**src/rtl/instr_fetch_unit.sv**
```systemverilog
// Instruction fetch (IF) stage: issues sequential PC fetches to instruction
// memory, tracks in-flight requests in a tag queue, buffers responses in a
// prefetch FIFO and hands {instruction, PC, fields} to decode.
// Optional build macro FETCH_MISALIGN_CHECK_EN: misaligned redirect targets
// raise a sticky FetchFaultF and block issue until an aligned redirect.
module instr_fetch_unit #(
    parameter int unsigned FIFO_DEPTH      = 4,
    parameter int unsigned MAX_OUTSTANDING = 2,
    parameter logic [31:0] RESET_PC        = 32'h0000_0000
) (
    input  logic        CPU_CLK,
    input  logic        CPU_RST_N,
    output logic        ImemReqValid,
    input  logic        ImemReqReady,
    output logic [31:0] ImemReqAddr,
    input  logic        ImemRspValid,
    input  logic [31:0] ImemRspData,
    input  logic        Redirect,
    input  logic [31:0] RedirectTarget,
    output logic        InstrValidD,
    input  logic        InstrReadyD,
    output logic [31:0] InstrD,
    output logic [31:0] PcD,
    output logic [6:0]  OpD,
    output logic [2:0]  Fn3D,
    output logic [6:0]  Fn7D,
    output logic        FetchFaultF
);

    localparam int unsigned AW  = $clog2(FIFO_DEPTH);
    localparam int unsigned CW  = $clog2(FIFO_DEPTH + 1);
    localparam int unsigned TW  = $clog2(MAX_OUTSTANDING + 1);
    localparam logic [31:0] NOP = 32'h0000_0013;

    logic [31:0]                pc;
    logic [31:0]                target_load;
    logic                       issue_en;
    logic                       fault;
    logic                       accept;
    logic                       rsp_keep;
    logic                       fifo_pop;

    logic [31:0]                tag_pc   [MAX_OUTSTANDING];
    logic [31:0]                tag_pc_n [MAX_OUTSTANDING];
    logic [MAX_OUTSTANDING-1:0] tag_kill;
    logic [MAX_OUTSTANDING-1:0] tag_kill_n;
    logic [TW-1:0]              tag_cnt;
    logic [TW-1:0]              tag_cnt_n;
    logic [TW-1:0]              push_idx;

    logic [31:0]                fifo_pc   [FIFO_DEPTH];
    logic [31:0]                fifo_data [FIFO_DEPTH];
    logic [AW-1:0]              wr_ptr;
    logic [AW-1:0]              rd_ptr;
    logic [CW-1:0]              fifo_cnt;

    // Request credit: one slot per outstanding request and per buffered word.
    always_comb begin
        ImemReqValid = issue_en && !fault && !Redirect
                       && (tag_cnt < TW'(MAX_OUTSTANDING))
                       && ((32'(fifo_cnt) + 32'(tag_cnt)) < FIFO_DEPTH);
        ImemReqAddr  = pc;
        accept       = ImemReqValid && ImemReqReady;
        rsp_keep     = ImemRspValid && !tag_kill[0] && !Redirect;
        fifo_pop     = InstrValidD && InstrReadyD && !Redirect;
    end

`ifdef FETCH_MISALIGN_CHECK_EN
    assign target_load = RedirectTarget;

    // Sticky misaligned-target fault, re-evaluated on every redirect.
    always_ff @(posedge CPU_CLK or negedge CPU_RST_N) begin
        if (!CPU_RST_N)    fault <= 1'b0;
        else if (Redirect) fault <= |RedirectTarget[1:0];
    end
`else
    logic unused_target_lsb;
    assign unused_target_lsb = ^RedirectTarget[1:0];
    assign target_load       = {RedirectTarget[31:2], 2'b00};
    assign fault             = 1'b0;
`endif

    assign FetchFaultF = fault;

    // PC register and issue enable (issue starts one cycle after reset release).
    always_ff @(posedge CPU_CLK or negedge CPU_RST_N) begin
        if (!CPU_RST_N) begin
            pc       <= RESET_PC;
            issue_en <= 1'b0;
        end else begin
            issue_en <= 1'b1;
            if (Redirect)    pc <= target_load;
            else if (accept) pc <= pc + 32'd4;
        end
    end

    // Tag queue next state: slot 0 is the oldest request; a response shifts
    // the queue down, so a same-cycle push lands one slot lower.
    always_comb begin
        tag_pc_n   = tag_pc;
        tag_kill_n = tag_kill;
        tag_cnt_n  = tag_cnt;
        push_idx   = tag_cnt;
        if (ImemRspValid && tag_cnt != '0) begin
            for (int unsigned i = 0; i + 1 < MAX_OUTSTANDING; i++) begin
                tag_pc_n[i]   = tag_pc[i+1];
                tag_kill_n[i] = tag_kill[i+1];
            end
            tag_kill_n[MAX_OUTSTANDING-1] = 1'b1;
            tag_cnt_n = tag_cnt - TW'(1);
            push_idx  = tag_cnt - TW'(1);
        end
        if (accept) begin
            for (int unsigned i = 0; i < MAX_OUTSTANDING; i++) begin
                if (TW'(i) == push_idx) begin
                    tag_pc_n[i]   = pc;
                    tag_kill_n[i] = 1'b0;
                end
            end
            tag_cnt_n = tag_cnt_n + TW'(1);
        end
        if (Redirect) tag_kill_n = '1;
    end

    // Tag queue control state.
    always_ff @(posedge CPU_CLK or negedge CPU_RST_N) begin
        if (!CPU_RST_N) begin
            tag_cnt  <= '0;
            tag_kill <= '1;
        end else begin
            tag_cnt  <= tag_cnt_n;
            tag_kill <= tag_kill_n;
        end
    end

    // Tag queue PC storage (no reset needed, qualified by tag_cnt).
    always_ff @(posedge CPU_CLK) begin
        tag_pc <= tag_pc_n;
    end

    // Prefetch FIFO storage.
    always_ff @(posedge CPU_CLK) begin
        if (rsp_keep) begin
            fifo_pc[wr_ptr]   <= tag_pc[0];
            fifo_data[wr_ptr] <= ImemRspData;
        end
    end

    // Prefetch FIFO pointers and occupancy; redirect flushes everything.
    always_ff @(posedge CPU_CLK or negedge CPU_RST_N) begin
        if (!CPU_RST_N) begin
            wr_ptr   <= '0;
            rd_ptr   <= '0;
            fifo_cnt <= '0;
        end else if (Redirect) begin
            wr_ptr   <= '0;
            rd_ptr   <= '0;
            fifo_cnt <= '0;
        end else begin
            if (rsp_keep) wr_ptr <= wr_ptr + AW'(1);
            if (fifo_pop) rd_ptr <= rd_ptr + AW'(1);
            case ({rsp_keep, fifo_pop})
                2'b10:   fifo_cnt <= fifo_cnt + CW'(1);
                2'b01:   fifo_cnt <= fifo_cnt - CW'(1);
                default: fifo_cnt <= fifo_cnt;
            endcase
        end
    end

    // Decode-side outputs: NOP and PC 0 whenever nothing is valid.
    always_comb begin
        InstrValidD = (fifo_cnt != '0);
        InstrD      = InstrValidD ? fifo_data[rd_ptr] : NOP;
        PcD         = InstrValidD ? fifo_pc[rd_ptr] : '0;
        OpD         = InstrD[6:0];
        Fn3D        = InstrD[14:12];
        Fn7D        = InstrD[31:25];
    end

    rsp_has_tag: assert property (@(posedge CPU_CLK) disable iff (!CPU_RST_N)
        ImemRspValid |-> (tag_cnt != '0));

endmodule
```
**config.mk**
```make
export PLATFORM = sky130hd
export DESIGN_NAME = instr_fetch_unit
export DESIGN_NICKNAME = d
export VERILOG_FILES = /design/src/rtl/instr_fetch_unit.sv
export SDC_FILE = /design/constraint.sdc
export NUM_CORES = 1
export LEC_CHECK = 0
export BUFFER_PORTS_ARGS = -buffer_cell sky130_fd_sc_hd__buf_2
export CAP_MARGIN = 10
export CORE_UTILIZATION = 30
export DETAILED_ROUTE_END_ITERATION = 10
export MAX_ROUTING_LAYER = met4
export SYNTH_ARGS = -nofsm -noshare
export SYNTH_HDL_FRONTEND = slang
export SYNTH_SLANG_ARGS = --single-unit
```
**constraint.sdc**
```tcl
create_clock -name CPU_CLK -period 5.1 [get_ports CPU_CLK]
set_clock_uncertainty 0.1 [all_clocks]
set_input_delay 0.255 -clock CPU_CLK [delete_from_list [all_inputs] [get_ports CPU_CLK]]
set_output_delay 0.255 -clock CPU_CLK [all_outputs]
set_load 0.005 [all_outputs]
```
==> reports/results.ini <==
[status]
status = finished clean

[setup_path]
timing.rr.start = fifo_cnt[2]$_DFFE_PN0P_
cp.arrival_ns = 2.86
start_kind = flop
critical_path_class = reg -> out
required_ns = 4.74
critPathTopFamily = flip-flops
cp_slowest_cell = dfrtp_4
rrSetupSlack_ns = 2.05
rr_worst_depth = 8
end_kind = primary output
r2r_end = fifo_cnt[2]$_DFFE_PN0P_
crit_chain = buf_4, mux4_2, and2_1, buf_2
cp_num_buf_inv = 2
cp_slowest_stage_delay_ns = 0.91
cp_max_fo = 35

[timing]
rsz0062_at_grt = no
finalCriticalPeriod_ns = 3.214
clock.fmax_ghz = 0.3111
holdWs_ns = 0.08571
tns_ns = 0
min_period_over_period_pct = 63.02
finalMaxSlewViolations = 0
relSlewSlack_pct = 32.46
finalSetupViolations = 0
hold_viol_final = 0
worstMarginPinSlew_ns = 1.013

[die]
io_pins = 186
core_area_um2 = 47650
start_util_pct = 30.33
die_area_um2 = 49040
die_height_um = 221.5
fp.dieW_um = 221.5
rows = 80

[synthesis]
synthFlopType = edfxtp_1
ys_seq_area_share_pct = 71.16
synth_enable_flop_cells = 286
synth_common_cells = edfxtp_1, nand2_1, mux4_2
synth_area_leaders = edfxtp_1, mux4_2, dfrtp_1
avgSynthCellArea_um2 = 16.65
async_reset_ff_share_pct = 11.67
mappedNetlistArea_um2 = 14450
syn_inst = 868
synth_largest_area_cell = edfxtp_1
ys_seq_elements = 360
synth_most_common_cell = edfxtp_1
synth_warnings = 0
synth_cell_types = 49
yosysTopAreaCellShare_pct = 59.44

[grt]
grt_pass1_vias = 8405
gr-total-overflow = 0
grt_max_degree = 64
antenna_found_initial = 1
grt_usage_pct = 13.91
grt_pass1_wl_um = 50360

[clock_tree]
cts_made_buffers = 40
clkLatencyLatePin_ns = 0.57
clock_path_buffers = 3
tritoncts = done
root_buffer = clkbuf_16
clock-sinks = 360
ctsResizeCount = 0
path_clk_slew_ns = 0.06
htreeDepth = 2

[drt]
wl_per_cell_um = 18.72
postRouteWirelength_um = 32830
viasPerCell = 4.709
antenna_left = 0
route.detailed.drc = 0
route.vias.total = 8259
drt_first_iter_violations = 537
first_pass_iters = 5

[power]
finalPower_mw = 8.165
leakagePower_nw = 6.373
p_per_area_nw_per_um2 = 456.3
ir_worst_vdd_uv = 281.4

[finish]
fill_cells = 4469
drive_gt1_share_pct = 29.35
layout.nets = 1187
synthToLayoutAreaGrowth_pct = 23.83
multi_input_area_um2 = 3847
ff_latch_area_um2 = 10290

[min_path]
holdPathStages = 4
hp-class = in -> reg
worstHoldEndpoint = tag_kill[1]$_DFF_PN1_
hold_start = ImemRspValid

[placed_design]
hpwl_um = 19870
finalWeightedCongestion = 0.7892
place.port_buffers = 180

[flow_run]
maxCapViolCount = 0

==> final cells by class <==
| cell class | instances | share of cell area, % |
|---|---|---|
| well taps | 615 | 4.301 |
| diodes | 1 | 0.01399 |
| repair buffers | 255 | 9.077 |
| multi-input cells | 439 | 21.50 |
| flip-flops and latches | 360 | 57.51 |
| inverters | 11 | 0.2308 |
| clock buffers | 50 | 5.923 |
| clock inverters | 23 | 1.441 |
==> registers in the layout, summed over array words and instances (netlist names), 3 cells and up <==
signal       cells
fifo_cnt         3
fifo_pc        128
fifo_data      128
ImemReqAddr     30
tag_pc          62
==> stage by stage <==
step	setup WS, ns	cell area, um2	instances	util (%)
after floorplan	2.165	14460	870	-
after global routing	1.650	17890	1754	37.55
after detailed placement	1.995	15930	1616	33.44
final	1.886	17890	1754	37.55
after CTS	1.723	17890	1753	37.55
after global placement	1.982	15930	1616	33.44
==> worst reg2reg max path, delay by kind of cell (launching register included) <==
kind            cells  cell delay [ns]
flops               1             0.46
fa+ha+maj           1             0.47
buf+inv             1             0.07
simple gates        4             1.21
compound gates      2             0.58
==> cell usage in the layout, fill, tap and decap left out, drive strengths merged, types with 11 or more instances in the layout <==
cell and instances:
edfxtp 286, buf 191, nand2 68, mux4 64
dlygate4sd3 64, and2 63, o21ai 51, clkbuf 50
dfrtp 40, mux2i 34, dfxtp 32, nor2 20
nand3 17, clkinv 17, nand4 13, xnor2 11
inv 11, and3 11
==> how the worst max path moves through the flow <==
| stage | from | to | slack, ns | depth (start not counted) |
|---|---|---|---|---|
| final | rd_ptr[0]$_DFFE_PN0P_ | InstrD[2] | 1.89 | 4 |
| after floorplan | tag_kill[0]$_DFF_PN1_ | fifo_data[0][0]$_DFFE_PP_ | 2.16 | 3 |
| after detailed placement | tag_cnt[1]$_DFF_PN0_ | tag_pc[30]$_DFFE_PP_ | 2.00 | 8 |
| after global routing | rd_ptr[0]$_DFFE_PN0P_ | OpD[5] | 1.65 | 4 |
| after CTS | rd_ptr[0]$_DFFE_PN0P_ | InstrD[2] | 1.72 | 4 |
| after global placement | tag_cnt[1]$_DFF_PN0_ | tag_pc[26]$_DFFE_PP_ | 1.98 | 8 |
==> report_power, final <==
part | internal [mW] | leakage [nW] | switching, mW
Clock | 1.69 | 0.632 | 1.17
Combinational | 0.786 | 2.38 | 0.748
Sequential | 3.45 | 3.36 | 0.313
==> routing by layer <==
layer / up-vias / wire, um / GRT usage [%]
li1: 3808 / - / -
met3: 47 / 1814 / 2.908
met2: 239 / 15330 / 21.39
met4: 0 / 624 / 4.503
met1: 4165 / 15060 / 18.40
met5: - / 0 / -
==> logic make-up (layout without fill, tap and decap cells) <==
group | count (synthesis) | in the layout | share of synthesized area [%]
other | 2 | 5 | 0.05198
adders and majority gates | 10 | 10 | 0.9179
and+or+nand+nor | 227 | 227 | 8.495
DFF | 360 | 360 | 71.16
buffers and inverters | 71 | 339 | 2.459
xor gates and xnor gates | 19 | 19 | 1.152
AOI/OAI and AO/OA | 78 | 78 | 3.195
muxes | 101 | 101 | 12.56
==> repair_timing <==
action	4_1_cts	5_1_grt
setup buffers	0	0
hold buffers	64	0
hold endpoints to repair	200	0
Note: power is estimated with default switching activity, not from simulation.
